$ cat config.mk
export PLATFORM = sky130hd
export DESIGN_NAME = drop_scheduler
export DESIGN_NICKNAME = d
export VERILOG_FILES = /design/src/rtl/tetris_timing_pkg.sv /design/src/rtl/drop_scheduler.sv
export SDC_FILE = /design/constraint.sdc
export NUM_CORES = 1
export LEC_CHECK = 0
export BUFFER_PORTS_ARGS = -buffer_cell sky130_fd_sc_hd__buf_2
export CAP_MARGIN = 20
export CORE_AREA = 2 2 39 41
export CTS_CLUSTER_DIAMETER = 120
export DETAILED_ROUTE_END_ITERATION = 12
export DIE_AREA = 0 0 41 43
export HOLD_SLACK_MARGIN = 0.15
export PLACE_DENSITY_LB_ADDON = 0.3
export SYNTH_ARGS = -nofsm -noshare
export SYNTH_HDL_FRONTEND = slang
export SYNTH_SLANG_ARGS = --single-unit
$ cat constraint.sdc
create_clock -name clk -period 1.3 [get_ports clk]
set_input_delay 0.26 -clock clk [delete_from_list [all_inputs] [get_ports clk]]
set_output_delay 0.26 -clock clk [all_outputs]
set_load 0.02 [all_outputs]
$ cat src/rtl/tetris_timing_pkg.sv
// Shared timing definitions for the Tetris drop/lock scheduling path.
//
// Contents:
//   TICK_W             width of the tick timer's sec count
//   LOCK_TICKS_DEFAULT ticks a blocked piece waits before it is locked
//   state_t            drop_scheduler state encoding
//   level_thr()        ticks-per-row table indexed by speed level
package tetris_timing_pkg;

  localparam int TICK_W             = 3;
  localparam int LOCK_TICKS_DEFAULT = 3;

  typedef enum logic [2:0] {
    IDLE     = 3'd0,
    REQ      = 3'd1,
    CLR      = 3'd2,
    LOCKWAIT = 3'd3,
    LOCK     = 3'd4
  } state_t;

  // Faster levels need fewer 0.2 s ticks per row: {5,4,3,2} for levels 0..3.
  function automatic logic [TICK_W-1:0] level_thr(input logic [1:0] level);
    logic [TICK_W-1:0] thr;
    case (level)
      2'd0:    thr = 3'd5;
      2'd1:    thr = 3'd4;
      2'd2:    thr = 3'd3;
      default: thr = 3'd2;
    endcase
    return thr;
  endfunction

endpackage

$ cat src/rtl/drop_scheduler.sv
// drop_scheduler: decides when the falling piece drops or locks, and
// restarts the 0.2 s tick timer after each completed action.
//
// Ports:
//   clk          in   system clock (50 MHz, shared with the tick timer)
//   rst          in   asynchronous active-low reset
//   sec          in   3-bit tick count from the timer
//   force_reset  out  zeroes the timer's sec on the next edge
//   enable       in   game running (low = paused)
//   level        in   speed level 0..3
//   soft_drop    in   down button, synchronized, level-sensitive
//   drop_req     out  request to move the piece down one row
//   drop_ack     in   one-cycle acknowledge of drop_req
//   drop_blocked in   with drop_ack: piece could not move down
//   lock_req     out  request to fix the piece into the board
//   lock_ack     in   one-cycle acknowledge of lock_req
//   stall        out  request outstanding while sec reached 7
module drop_scheduler
  import tetris_timing_pkg::*;
#(
  parameter int LOCK_TICKS = LOCK_TICKS_DEFAULT
) (
  input  logic              clk,
  input  logic              rst,
  input  logic [TICK_W-1:0] sec,
  output logic              force_reset,
  input  logic              enable,
  input  logic [1:0]        level,
  input  logic              soft_drop,
  output logic              drop_req,
  input  logic              drop_ack,
  input  logic              drop_blocked,
  output logic              lock_req,
  input  logic              lock_ack,
  output logic              stall
);

  localparam logic [TICK_W-1:0] LOCK_THR = LOCK_TICKS[TICK_W-1:0];

  state_t            r_state;
  logic              r_soft_q;
  logic              r_drop_req;
  logic              r_lock_req;
  logic              r_force_reset;
  logic              r_stall;

  state_t            w_next;
  logic [TICK_W-1:0] w_thr;
  logic              w_soft_rise;
  logic              w_at_thr;
  logic              w_lock_due;
  logic              w_drop_req_d;
  logic              w_lock_req_d;
  logic              w_force_reset_d;
  logic              w_stall_d;

  assign w_thr       = soft_drop ? 3'd1 : level_thr(level);
  assign w_soft_rise = soft_drop & ~r_soft_q;
  assign w_at_thr    = (sec >= w_thr);
  // While force_reset is high, sec still holds the pre-reset count; it only
  // reads 0 on the following cycle, so the lock compare waits one cycle.
  assign w_lock_due  = (sec >= LOCK_THR) & ~r_force_reset;

  // Next-state and next-output decode. Outputs are registered from the
  // next state so each one is high exactly while its state is current.
  always_comb begin
    w_next = r_state;
    case (r_state)
      IDLE:     if (enable && (w_at_thr || w_soft_rise)) w_next = REQ;
      REQ:      if (drop_ack) w_next = drop_blocked ? LOCKWAIT : CLR;
      CLR:      w_next = IDLE;
      LOCKWAIT: if (enable && (w_lock_due || w_soft_rise)) w_next = LOCK;
      LOCK:     if (lock_ack) w_next = CLR;
      default:  w_next = IDLE;
    endcase

    w_drop_req_d    = (w_next == REQ);
    w_lock_req_d    = (w_next == LOCK);
    // Pulse on CLR and LOCKWAIT entry; hold while paused in IDLE/LOCKWAIT.
    w_force_reset_d = (w_next == CLR)
                    | ((w_next == LOCKWAIT) && (r_state != LOCKWAIT))
                    | (((w_next == IDLE) || (w_next == LOCKWAIT)) && !enable);
    // Sticky while the same request stays outstanding; drops on leaving.
    w_stall_d       = (w_next == r_state)
                    && ((r_state == REQ) || (r_state == LOCK))
                    && (r_stall || (sec == 3'd7));
  end

  // State and output registers; reset drops every request immediately.
  always_ff @(posedge clk or negedge rst) begin
    if (!rst) begin
      r_state       <= IDLE;
      r_soft_q      <= 1'b0;
      r_drop_req    <= 1'b0;
      r_lock_req    <= 1'b0;
      r_force_reset <= 1'b0;
      r_stall       <= 1'b0;
    end else begin
      r_state       <= w_next;
      r_soft_q      <= soft_drop;
      r_drop_req    <= w_drop_req_d;
      r_lock_req    <= w_lock_req_d;
      r_force_reset <= w_force_reset_d;
      r_stall       <= w_stall_d;
    end
  end

  assign drop_req    = r_drop_req;
  assign lock_req    = r_lock_req;
  assign force_reset = r_force_reset;
  assign stall       = r_stall;

endmodule

==> results of run 1 <==
## critical path: stages
cell and delay (ps):
buf_8 100, or2_4 250, ha_4 220, a211o_1 260
a311oi_2 250, or3_4 190, a21oi_1 40
## worst max path at each step
stage | slack, ps | to | startpoint
2_1_floorplan | -200 | drop_req | soft_drop
3_3_place_gp | -410 | drop_req | soft_drop
3_5_place_dp | -420 | drop_req | soft_drop
4_1_cts | -130 | drop_req | soft_drop
5_1_grt | -180 | drop_req | soft_drop
6_report | -130 | r_state[0] | soft_drop
## stage by stage
stage	hold slack, ps	setup TNS [ps]
3_3_place_gp	115	-1150
3_5_place_dp	115	-1220
4_1_cts	202	-324
5_1_grt	202	-527
2_1_floorplan	-35.6	-594
6_report	206	-366
## state kept, by name, indices dropped and copies added, names as in the netlist
signal and cells:
stall 1, drop_req 1, r_state 3, lock_req 1, force_reset 1, r_soft_q 1
## logic make-up after synthesis
logic type	after synthesis	share of synthesized area (%)
AO/OA/AOI/OAI	12	22.0
XOR/XNOR	1	1.77
adder cells (fa/ha/maj)	3	7.60
buffers and inverters	5	5.32
flip-flops	8	40.5
AND/OR/NAND/NOR	16	22.8
## where the power goes
group / internal [uW] / switching [uW] / leakage, uW / total (uW)
sequential: 328 / 81.4 / 0.000103 / 409
combinational: 281 / 277 / 0.000226 / 558
clock: 105 / 77.7 / 0.0000138 / 183
total: 714 / 436 / 0.000343 / 1150
## what timing repair did
item,CTS,global route
gates cloned,0,0
endpoints found under the setup margin,3,4
endpoints found under the hold margin,8,0
resized for setup,1,4
hold buffers,1,0
pin swaps,0,1
## metal layers
metal	part of all wire [%]	routed length [um]	GRT usage, %
met1	40	420	16.2
met5	0	0	0
met2	53	550	25.6
met3	6.4	67	6.28
met4	0.76	8	6.00
## layout by cell type (no fill, tap or decap), drive strengths merged
master       count
nand4bb          1
and2b            1
nor4             1
o41ai            1
or4b             1
nand3b           2
dfrtp            8
xnor2            1
ha               3
o31ai            3
nor2b            1
a311oi           1
o21ai            2
nand2            1
and3b            1
a211o            1
nor3             1
inv              4
a31oi            1
clkbuf           3
or3              1
buf             23
a21oi            3
or2              1
nand2b           3
dlygate4sd3      1
or2b             1
## area by class of cell
type | count | share of cell area (%)
clock buffer | 3 | 3.14
inverter | 4 | 2.09
tap | 16 | 2.79
sequential | 8 | 27.9
timing repair buffer | 24 | 21.6
multi-input combinational | 32 | 42.4
==> flow_summary.yaml, run 1 <==
power_and_ir_drop:
  total_power_uw: 1150
  leakage_uw: 0.000343
  power.density_mw_per_mm2: 1600
  vdd_drop_max_mv: 0.863
synth:
  yosysWarnings: 0
  syn_avg_cell_area_sq_um: 11.0
  synth.top_cells.by_area: "dfrtp_1, ha_1, o31ai_4"
  synth_seq_cells: 8
  synthTopCellsByCount: "dfrtp_1, inv_1, ha_1, nand2b_1"
  synth_most_common_cell: "dfrtp_1"
  synth_edf_count: 0
  synth_async_sr_flop_share_pct: 100
  ys.flop_type: "dfrtp_1"
  synth_top_area_cell: "dfrtp_1"
  netlist_area_sq_um: 494
  yosys.area.top_type_share_pct: 40.5
  synthCells: 45
  synth.distinct_cells: 29
  ys_seq_area_share_pct: 40.5
  synth_nets: 60
timing:
  finalHoldViolCount: 0
  period_minus_slack_ps: 1430
  max_freq_ghz: 0.700
  worst_slew_pin_slew_ps: 290
  drv_slew: 0
  grt_setup_unrepaired: "true"
  min_period_over_period_pct: 110
  slew_headroom_pct: 80.4
  layout_setup_ws_ps: -128
  skew_ps: 3.38
  finalSetupViolCount: 3
die:
  placementRows: 14
  dieWidth_um: 41
  die_area_sq_mm: 0.00176
  die_y_um: 43
  core-area_sq_mm: 0.00138
  start_util_pct: 35.7
  io_pins: 16
hold_path:
  hold_class: "primary input to register"
  min-delay-start: "soft_drop"
  hold_end: "r_soft_q"
  hold_depth: 2
status:
  violations: "setup timing"
  outcome: "finished, violations left"
detailed_routing:
  via_count: 447
  antenna_left: 0
  vias_per_cell: 5.14
  drt_first_iter_violations: 0
  wire_per_inst_um: 12.0
  routed_wl_um: 1050
  drc: 0
  drt_pass1_iterations: 1
critical_path:
  crit_fanout: 5
  end_kind: "register"
  r2r.worst_path.cells: 4
  r2r_setup_slack_ps: -10
  setup.worst_path.start_class: "primary input"
  r2r-start: "r_state[0]"
  worstPathArrival_ps: 1570
  cp.required_ps: 1440
  reg2reg_to: "r_state[0]"
  criticalPathCategory: "primary input to register"
placement:
  hpwlAfterDp_um: 852
  place_congestion: 0.715
  placed_cells: 83
  place_ws_ps: -425
  io_buffers: 15
  dpl_cell_area_sq_um: 661
finish:
  final_nets: 88
  fin_cells: 87
  multiInputGateArea_sq_um: 304
  fin_util_pct: 51.8
  seq_area_sq_um: 200
  fill_cells: 140
  syn_to_final_growth_pct: 45.1
  antennaDiodeCount: 0
  stdcell_area_sq_um: 717
  drive_gt1_share_pct: 50.7
job:
  cap_violations: 0
global_routing:
  grt_overflow: 0
  grt.total_usage_pct: 15.4
  grt_pass1_vias: 469
  grt_max_degree: 9
  antenna_found_initial: 0
  grt_first_pass_wirelength_um: 1820
clock_network:
  h-tree-depth: 1
  cts_tree: "done"
  clock_path_buffers: 2
  clkTransAtPathRegs_ps: 50
  numCtsBuffers: 3
  cts_setup_buffers: 0
  clock-root-buffer: "clkbuf_4"
  cts_sinks: 8
  clk-insertion-delay-late_ps: 250
(Power assumes the default switching activity.)
==> run 2, diff against run 1 <==
Clock period 1.3 ns to 1.4 ns, I/O delays scaled along.
==> flow_summary.yaml, run 2 (synthesis gave the netlist of run 1 again) <==
global_routing:
  grt_first_pass_wirelength_um: 1650
  grt_max_degree: 10
  grt.total_usage_pct: 14.3
  grt_pass1_vias: 406
  grt_overflow: 0
  antenna_found_initial: 0
critical_path:
  end_kind: "register"
  crit_fanout: 5
  setup.worst_path.start_class: "primary input"
  worstPathArrival_ps: 1600
  cp.required_ps: 1540
  criticalPathCategory: "primary input to register"
finish:
  antennaDiodeCount: 0
  final_nets: 85
  syn_to_final_growth_pct: 39.0
  largest_reg_flops: 3
  regMostFlops: "r_state"
  most-common-layout-cells: "buf_2, dfrtp_1, inv_1, buf_4"
  fin_cells: 84
  layout_commonest_cell: "buf_2"
  stdcell_area_sq_um: 687
  drive_gt1_share_pct: 44.1
timing:
  finalHoldViolCount: 0
  grt_setup_unrepaired: "true"
  slew_headroom_pct: 78.4
  worst_slew_pin_slew_ps: 322
  drv_slew: 0
  min_period_over_period_pct: 104
  layout_setup_ws_ps: -58.8
  skew_ps: 3.66
  period_minus_slack_ps: 1460
  setup_tns_ps: -140
  max_freq_ghz: 0.685
  finalSetupViolCount: 3
detailed_routing:
  vias_per_cell: 5.01
  drc: 0
  via_count: 421
  drt_first_iter_violations: 6
  wire_per_inst_um: 12.0
  routed_wl_um: 1010
  antenna_left: 0
  drt_pass1_iterations: 4
die:
  die_area_sq_mm: 0.00176
  core-area_sq_mm: 0.00138
  io_pins: 16
  dieWidth_um: 41
  start_util_pct: 35.7
  die_y_um: 43
  placementRows: 14
clock_network:
  clock_path_buffers: 2
  clkTransAtPathRegs_ps: 60
  numCtsBuffers: 3
  clk-insertion-delay-late_ps: 250
  cts_setup_buffers: 0
  clock-root-buffer: "clkbuf_4"
  cts_tree: "done"
  cts_sinks: 8
  h-tree-depth: 1
power_and_ir_drop:
  leakage_uw: 0.000325
  total_power_uw: 1010
  vdd_drop_max_mv: 0.629
  power.density_mw_per_mm2: 1460
placement:
  placed_cells: 79
  dpl_cell_area_sq_um: 631
  place_congestion: 0.684
  io_buffers: 15
  hpwlAfterDp_um: 819
job:
  cap_violations: 0
status:
  violations: "setup timing"
  outcome: "finished, violations left"
hold_path:
  hold_class: "primary input to register"
run 2: metrics by stage:
step                hold slack [ps]  util [%]  worst slack [ps]
floorplan                     -15.6         -              -124
global placement                138      45.6              -326
detailed placement              139      45.6              -336
CTS                             320      49.4             -52.1
global route                    329      49.6              -112
finish                          323      49.6             -58.8
run 2: power breakdown:
group / internal, uW / leakage [uW] / switching, uW
combinational: 205 / 0.000209 / 236
sequential: 304 / 0.000103 / 77.5
clock: 98.5 / 0.0000138 / 84.3
total: 608 / 0.000325 / 398
run 2: path summary, 6_finish.rpt:
check                      cells after the start  slack (ps)       start          end
max                                            7         -60   soft_drop     drop_req
min                                            3         320      enable     lock_req
max reg2reg                                    4          50  r_state[0]     drop_req
min reg2reg                                    1         520  r_state[1]        stall
max in group asynchronous                      2         830         rst  force_reset
min in group asynchronous                      2         400         rst     drop_req
run 2: area by class of cell:
type | count | area, sq um
tap | 16 | 20.0
sequential | 8 | 200
timing repair buffer | 21 | 135
fill | 135 | 697
clock buffer | 3 | 22.5
multi-input combinational | 32 | 294
inverter | 4 | 15.0
run 2: what timing repair did:
action / in CTS / in global routing
endpoints found under the hold margin: 9 / 0
pin swaps: 1 / 0
setup endpoints to repair: 3 / 3
gates cloned: 0 / 0
hold buffers: 2 / 0
gates resized for setup: 3 / 1
run 2: critical path: stages:
cell and delay, ps:
buf_8 100, or2_4 250, ha_4 220, a211o_1 260, a311oi_2 250, or3_1 200
nor3_1 50
run 2: layer usage:
layer	global-route usage [%]	wire, um	vias up
li1	-	-	213
met1	16.5	411	194
met2	22.8	538	14
met3	4.71	59	0
met4	6.00	0	0
met5	0	0	-
